==> src/rtl/sr_latch_driver.sv <==
// ---------------------------------------------------------------------------
// sr_latch_driver
//
// Writer side of an external cross-coupled NOR set/reset latch. Single-cycle
// set/clear requests from clocked logic become clean, mutually exclusive s/r
// pulses. Each pulse is exactly PW cycles wide and is followed by GUARD
// dead-time cycles. The block also tracks the latch value that the most recent
// completed pulse should have left behind (exp_q).
//
// Parameters
//   PW       s/r pulse width in clock cycles (>= 1)
//   GUARD    dead-time cycles after each pulse, s = r = 0 (>= 1)
//
// Ports
//   clk       in   rising-edge clock
//   rst_n     in   asynchronous active-low reset; forces a clear pulse
//   set_req   in   request a set pulse (sampled only while ready = 1)
//   clr_req   in   request a clear pulse (sampled only while ready = 1)
//   s         out  latch set drive (registered)
//   r         out  latch reset drive (registered)
//   ready     out  high when a request can be accepted
//   exp_q     out  expected latch q after the last completed pulse
//   conflict  out  one-cycle flag: set_req and clr_req together while ready
//   q_fb      in   latch q feedback (readback builds only)
//   qb_fb     in   latch qb feedback (readback builds only)
//   fault     out  sticky readback mismatch flag
//
// Build option
//   SR_DRV_READBACK_EN  when defined, q_fb/qb_fb are synchronised and compared
//                       against exp_q while idle; a mismatch sets the sticky
//                       fault flag. When undefined, the feedback ports are
//                       ignored and fault is tied low.
//
// state  | meaning
// -------+----------------------------------------------------------------
// IDLE   | waiting for a request, ready = 1, s = r = 0
// SET    | s = 1 for PW cycles
// CLR    | r = 1 for PW cycles (also the reset state)
// GUARD  | dead time, s = r = 0 for GUARD cycles
// ---------------------------------------------------------------------------
module sr_latch_driver #(
    parameter int PW    = 4,
    parameter int GUARD = 2
) (
    input  logic clk,
    input  logic rst_n,
    input  logic set_req,
    input  logic clr_req,
    output logic s,
    output logic r,
    output logic ready,
    output logic exp_q,
    output logic conflict,
    input  logic q_fb,
    input  logic qb_fb,
    output logic fault
);

    localparam int MAX_CNT = (PW > GUARD) ? PW : GUARD;
    localparam int CW      = $clog2(MAX_CNT + 1);

    localparam logic [CW-1:0] PW_C    = CW'(PW);
    localparam logic [CW-1:0] GUARD_C = CW'(GUARD);
    localparam logic [CW-1:0] ONE_C   = CW'(1);

    typedef enum logic [1:0] {
        ST_IDLE  = 2'd0,
        ST_SET   = 2'd1,
        ST_CLR   = 2'd2,
        ST_GUARD = 2'd3
    } state_t;

    state_t          state;
    logic [CW-1:0]   cnt;

    // The counter holds the number of edges already spent in the current
    // state; every entry loads 1 and the state ends on the edge where it
    // equals the programmed length. Reset clears it to 0 instead, so the
    // reset-initiated clear pulse keeps r high for PW full cycles after the
    // first edge with rst_n released (one edge longer than a normal pulse).
    always_ff @(posedge clk or negedge rst_n) begin
        if (!rst_n) begin
            state    <= ST_CLR;
            cnt      <= '0;
            s        <= 1'b0;
            r        <= 1'b1;
            ready    <= 1'b0;
            exp_q    <= 1'b0;
            conflict <= 1'b0;
        end else begin
            conflict <= 1'b0;
            case (state)
                ST_IDLE: begin
                    if (set_req && !clr_req) begin
                        state <= ST_SET;
                        cnt   <= ONE_C;
                        s     <= 1'b1;
                        ready <= 1'b0;
                    end else if (clr_req && !set_req) begin
                        state <= ST_CLR;
                        cnt   <= ONE_C;
                        r     <= 1'b1;
                        ready <= 1'b0;
                    end else if (set_req && clr_req) begin
                        conflict <= 1'b1;
                    end
                end

                ST_SET: begin
                    if (cnt == PW_C) begin
                        state <= ST_GUARD;
                        cnt   <= ONE_C;
                        s     <= 1'b0;
                        exp_q <= 1'b1;
                    end else begin
                        cnt <= cnt + ONE_C;
                    end
                end

                ST_CLR: begin
                    if (cnt == PW_C) begin
                        state <= ST_GUARD;
                        cnt   <= ONE_C;
                        r     <= 1'b0;
                        exp_q <= 1'b0;
                    end else begin
                        cnt <= cnt + ONE_C;
                    end
                end

                ST_GUARD: begin
                    if (cnt == GUARD_C) begin
                        state <= ST_IDLE;
                        cnt   <= '0;
                        ready <= 1'b1;
                    end else begin
                        cnt <= cnt + ONE_C;
                    end
                end

                default: begin
                    // Unreachable with a 2-bit enum; recover through dead time
                    // with both drives released.
                    state <= ST_GUARD;
                    cnt   <= ONE_C;
                    s     <= 1'b0;
                    r     <= 1'b0;
                    ready <= 1'b0;
                end
            endcase
        end
    end

`ifdef SR_DRV_READBACK_EN
    // Feedback comes straight from an asynchronous latch, so both rails get
    // a two-flop synchroniser before being compared. Reset values match the
    // cleared latch (q = 0, qb = 1) that reset itself produces.
    logic [1:0] q_sync;
    logic [1:0] qb_sync;

    always_ff @(posedge clk or negedge rst_n) begin
        if (!rst_n) begin
            q_sync  <= 2'b00;
            qb_sync <= 2'b11;
            fault   <= 1'b0;
        end else begin
            q_sync  <= {q_sync[0], q_fb};
            qb_sync <= {qb_sync[0], qb_fb};
            // Only judged while idle: during a pulse or its dead time the
            // latch legitimately differs from exp_q.
            if ((state == ST_IDLE) &&
                ({q_sync[1], qb_sync[1]} != {exp_q, ~exp_q})) begin
                fault <= 1'b1;
            end
        end
    end
`else
    logic unused_fb;
    assign unused_fb = q_fb ^ qb_fb;
    assign fault     = 1'b0;
`endif

endmodule

==> config.mk <==
export PLATFORM = sky130hd
export DESIGN_NAME = sr_latch_driver
export DESIGN_NICKNAME = d
export VERILOG_FILES = /design/src/rtl/sr_latch_driver.sv
export SDC_FILE = /design/constraint.sdc
export NUM_CORES = 1
export LEC_CHECK = 0
export BUFFER_PORTS_ARGS = -buffer_cell sky130_fd_sc_hd__buf_4
export CAP_MARGIN = 20
export CORE_AREA = 4 4 41 43
export CTS_CLUSTER_DIAMETER = 30
export DETAILED_ROUTE_END_ITERATION = 8
export DIE_AREA = 0 0 45 47
export PLACE_DENSITY_LB_ADDON = 0.05
export SYNTH_ARGS = -nofsm -noshare
export SYNTH_HDL_FRONTEND = slang
export SYNTH_SLANG_ARGS = --single-unit
==> constraint.sdc <==
create_clock -name clk -period 3.3 [get_ports clk]
set_input_delay 0.165 -clock clk [delete_from_list [all_inputs] [get_ports clk]]
set_output_delay 0.165 -clock clk [all_outputs]
set_load 0.02 [all_outputs]
# After elaboration in Yosys (flattened, before gate mapping)
# Cells that the tools add are included.
totals:
  ff_bits: 10
  wordCells: 63
classes:
  addsub: 1
  mux: 26
  reduce_logical: 16
  n_eq_ne: 13
op_table:
  columns: ["operator", "count"]
  rows:
  - ["$mux W1", 12]
  - ["$mux W3", 4]
  - ["$ne A2 B2 Y1 const B", 6]
  - ["$reduce_and A3 Y1", 4]
  - ["$pmux W3 S3", 1]
  - ["$mux W2", 4]
  - ["$pmux W1 S2", 4]
  - ["$reduce_bool A2 Y1", 4]
  - ["$pmux W2 S3", 1]
  - ["$eq A2 B2 Y1 const B", 2]
  - ["$reduce_and A4 Y1", 1]
  - ["$add A3 B1 Y3 const B", 1]
  - ["$eq A3 B2 Y1 const B", 1]
  - ["$eq A3 B3 Y1 const B", 1]
  - ["$logic_and A1 B1 Y1", 3]
  - ["$ne A3 B3 Y1 const B", 1]
  - ["$eq A2 B1 Y1 const B", 1]
  - ["$logic_not A1 Y1", 2]
  - ["$logic_not A2 Y1", 1]
  - ["$ne A2 B1 Y1 const B", 1]
  - ["$reduce_or A2 Y1", 1]

# Longest topological paths before layout
depth:
  depth_word: 5
  mapped_depth: 6
  mapped_depth_nobuf: 5

# Worst setup path after synthesis
# OpenSTA, ideal clock, no wires.
synth_path:
  path_type: "reg-to-reg"
  start: "register state[1]"
  end: "register cnt[2]"
  period_less_slack_ps: 1543
  path_slack_ps: 1757
  t_arrival_ps: 1478
  setup_time_ps: 65
  path_stages_with_launch: 7
  n_path_buf: 1
  path_cell_list: "dfstp_2 -> inv_1 -> ha_1 -> buf_2 -> o21bai_1 -> o311ai_1 -> o21a_1"
synth_between:
  elab_chain_cells: 3
synth_rtl:
  columns: ["item", "line_no", "text"]
  rows:
  - ["from (decl)", "73", "state_t state;"]
  - ["from (signal assigned)", "83", "state <= ST_CLR;"]
  - ["from (signal assigned)", "95", "state <= ST_SET;"]
  - ["from (signal assigned)", "100", "state <= ST_CLR;"]
  - ["$eq A2 B2 Y1 or $eq A2 B1 Y1 (tied branches)", "92", "case (state)"]
  - ["$reduce_or A2 Y1 (no line)", null, null]
  - ["$pmux W3 S3", "92", null]
  - ["to (signal assigned)", "116", "cnt <= cnt + ONE_C;"]
  - ["to (signal assigned)", "127", "cnt <= cnt + ONE_C;"]
  - ["to (signal assigned)", "137", "cnt <= cnt + ONE_C;"]
  - ["to (decl)", "74", "logic [CW-1:0] cnt;"]
# Several ways; a longest one is shown, not always the timed one.
# A chain may end at the register's enable or synchronous reset.

# Final worst setup path
layout_path:
  start: "register state[1]"
  end: "register ready"
layout_between:
  elab_chain_cells: 3
layout_rtl:
  columns: ["item", "line_no", "text"]
  rows:
  - ["$eq A2 B2 Y1 or $logic_not A2 Y1 (tied branches)", "92", null]
  - ["$ne A2 B2 Y1 (no line), or another cell as far along", null, null]
  - ["$reduce_and A3 Y1 (no line)", null, null]
  - ["to (signal assigned)", "87", "ready <= 1'b0;"]
  - ["to (signal assigned)", "98", "ready <= 1'b0;"]
  - ["to (signal assigned)", "103", "ready <= 1'b0;"]
  - ["to (decl)", "51", "output logic ready,"]
# Several ways; a longest one is shown, not always the timed one.

==> summary.md <==
| Metric | Value |
|---|---|
| Global Route met1 Usage | 0.166 |
| Flops & latches, synth | 10 |
| 1st-iter DRT viols | 13 |
| Top cell type's share of synthesized area | 0.275 |
| Type of the worst min-delay path | input port to asynchronous set/reset pin |
| Post-synthesis xor/xnor area fraction | 0 |
| Syn_nets | 90 |
| CTS tree | done |
| Post-synth ARST share | 1.00 |
| Antenna viol nets, final | 0 |
| Number of synthesized flops with an enable pin | 0 |
| Post-Synth Adder-Cell Area | 0.189 |
| M3 GR Usage | 0.0613 |
| Core Footprint | roughly 0.0013 sq mm |
| I/O pin count | 12 |
| Share of cells above drive strength 1 | 0.217 |
| Mapped Cells | 73 |
| Top cells by area, synth | dfrtp_1 27%, ha_1 19%, dfstp_2 7.2% |
| Met2 usage | 0.271 |
| Setup TNS | 0 ns |
| Most frequent cells after synthesis | 11 x ha_1, 9 x inv_1, 8 x dfrtp_1, 4 x o21ai_0 |
| CP max FO | 9 |
| WP data arrival | roughly 1.9 ns |
| Final Max Tran Viols | 0 |
| Clock buffer depth | 2 |
| Unique cell type count in the Yosys netlist | 34 |
| DR DRC count | 0 |
| Vias per cell | approximately 6 |
| Layout net count | 101 |
| Worst Skew | 0.00686 ns |
| Root Driver | clkbuf_4 |
| Number of global-route vias before repair | 547 |
| Crit Path Category | flip-flop to flip-flop |
| Crit start category | flip-flop |
| Largest net degree at the start of global routing | 11 |
| P&R area growth vs syn | 13.9% |
| Final hold vios | 0 |
| Critical Path RT | 3.48 ns |
| Fmax | between 0.5 and 0.6 GHz |
| Die area | 0.00212 sq mm |
| Post-Route WL | 1490 microns |
| Status | finished, final reports clean |
| Busiest grt layer | met2 |
| Drt first pass iters | 4 |
| Syn. warnings | 0 |
| Grt ovf | 0 |
| DP HPWL | 1140 microns |
| Critical path capture point type | flip-flop |
| Placer Congestion | between 0.8 and 0.9 |
| Final period utilization | 0.515 |
| Die width | 45 microns |
| Number of max-cap violations | 0 |
| Setup violators final | 0 |
| VDD IR max | 610 uV |
| Total track usage | 0.161 |
| Largest area contributor in the netlist | dfrtp_1 |
| Util after Layout | 0.638 |
| Syn Std Cell Area | around 730 sq um |
| Starting Density | 0.560 |
| Clock transition at the registers of the reported paths | 0.07 ns |
| Synth Area in Simple Gates | 0.117 |
| Mux cell area share after synthesis | 0.0137 |
| Diode count | 0 |
| Syn avg cell area | 9.98 sq um |
| Main combinational cell family by area after synthesis | compound AO/OA/AOI/OAI gates |
| Count leader, synth | ha_1 |
| Min Clock Period, post-route | 1.70 ns |
| Setup bufs post-CTS | 0 |
| Die Y | about 47 microns |
| Register area share after synthesis | 0.347 |
| DR WL/cell | 15.2 microns |
| CTS Buf Count | 3 |
| Global-route wire length before repair | 2360 microns |
| Leak | 0.398 nW |
| Clk_lat worst skew | about 0.27 ns |
| Num Clock Sinks | 10 |
| Initial antenna violation count | 0 |
| Pwr Density | 994 mW/mm^2 |
| # rows | 13 |
| Synth Area in Compound Gates | 0.249 |
| IO Port Bufs | 8 |
| RSZ-0062 raised after global routing | false |
| Predominant post-synthesis flop cell | dfrtp_1 |
| Via count | 602 |
| CTS H-tree depth | 1 |
[kinds of logic after synthesis]
logic type	after synthesis
AOI/OAI and AO/OA	24
and+or+nand+nor	14
buffers and inverters	12
adders and majority gates	11
DFF	10
muxes	1
other	1
[critical path, cell delays in order (launching register included)]
cell and delay [ns]:
dfstp_2 0.57, inv_1 0.08, ha_1 0.28, nand2_1 0.19, a21boi_0 0.34, o2bb2ai_1 0.17
[path summary, 6_finish.rpt]
| check | start | cells past startpoint | slack [ns] | endpoint |
|---|---|---|---|---|
| min in group clk | clr_req | 3 | 0.26 | conflict |
| setup / recovery | state[1] | 5 | 1.60 | ready |
| hold reg to reg | r | 2 | 0.51 | r |
| hold / removal | rst_n | 2 | 0.25 | cnt[2] |
| setup reg to reg | state[1] | 5 | 1.60 | ready |
| max in group asynchronous | rst_n | 2 | 2.82 | state[1] |
[cell usage in the layout, fill, tap and decap left out, types with 3 or more instances in the layout]
master    instances
inv_1             9
ha_1             11
a31oi_1           3
clkbuf_4          3
nor2_1            3
buf_4             8
dfrtp_1           8
o21ai_0           4
nand2_1           3
[registers in the layout (all words and copies together) (netlist names)]
| name | cells |
|---|---|
| conflict | 1 |
| ready | 1 |
| r | 1 |
| state | 2 |
| s | 1 |
| exp_q | 1 |
| cnt | 3 |
[per-stage QoR]
stage	instance area [sq um]	hold WS (ns)	cells	setup slack, ns	power, mW
2_1_floorplan	728	-0.131	73	1.76	0.595
3_3_place_gp	783	0.000788	93	1.63	0.699
3_5_place_dp	783	0.000208	93	1.61	0.714
4_1_cts	830	0.252	98	1.59	0.827
5_1_grt	830	0.252	98	1.48	0.890
6_report	830	0.253	98	1.60	0.825
[metal layers]
metal / vias up / share of wire
li1: 282 / -
met1: 283 / 0.39
met2: 29 / 0.50
met3: 8 / 0.069
met4: 0 / 0.033
met5: - / 0
[where the power goes]
group	switching (mW)	internal [mW]
registers	0.0592	0.188
clock network	0.0425	0.0670
logic	0.257	0.212
total	0.359	0.466
[cell type report]
| cell class | count | area, sq um |
|---|---|---|
| Clock buffer | 4 | 36.3 |
| Fill cell | 110 | 472 |
| Inverter | 9 | 33.8 |
| Multi-Input combinational cell | 51 | 418 |
| Sequential cell | 10 | 253 |
| Tap cell | 15 | 18.8 |
| Timing Repair Buffer | 9 | 70.1 |
[repair_timing]
item,CTS,global route
resized for setup,0,0
hold buffers,1,0
hold endpoints to repair,10,0
endpoints found under the setup margin,0,0
Power figures use the tool's default switching activity.
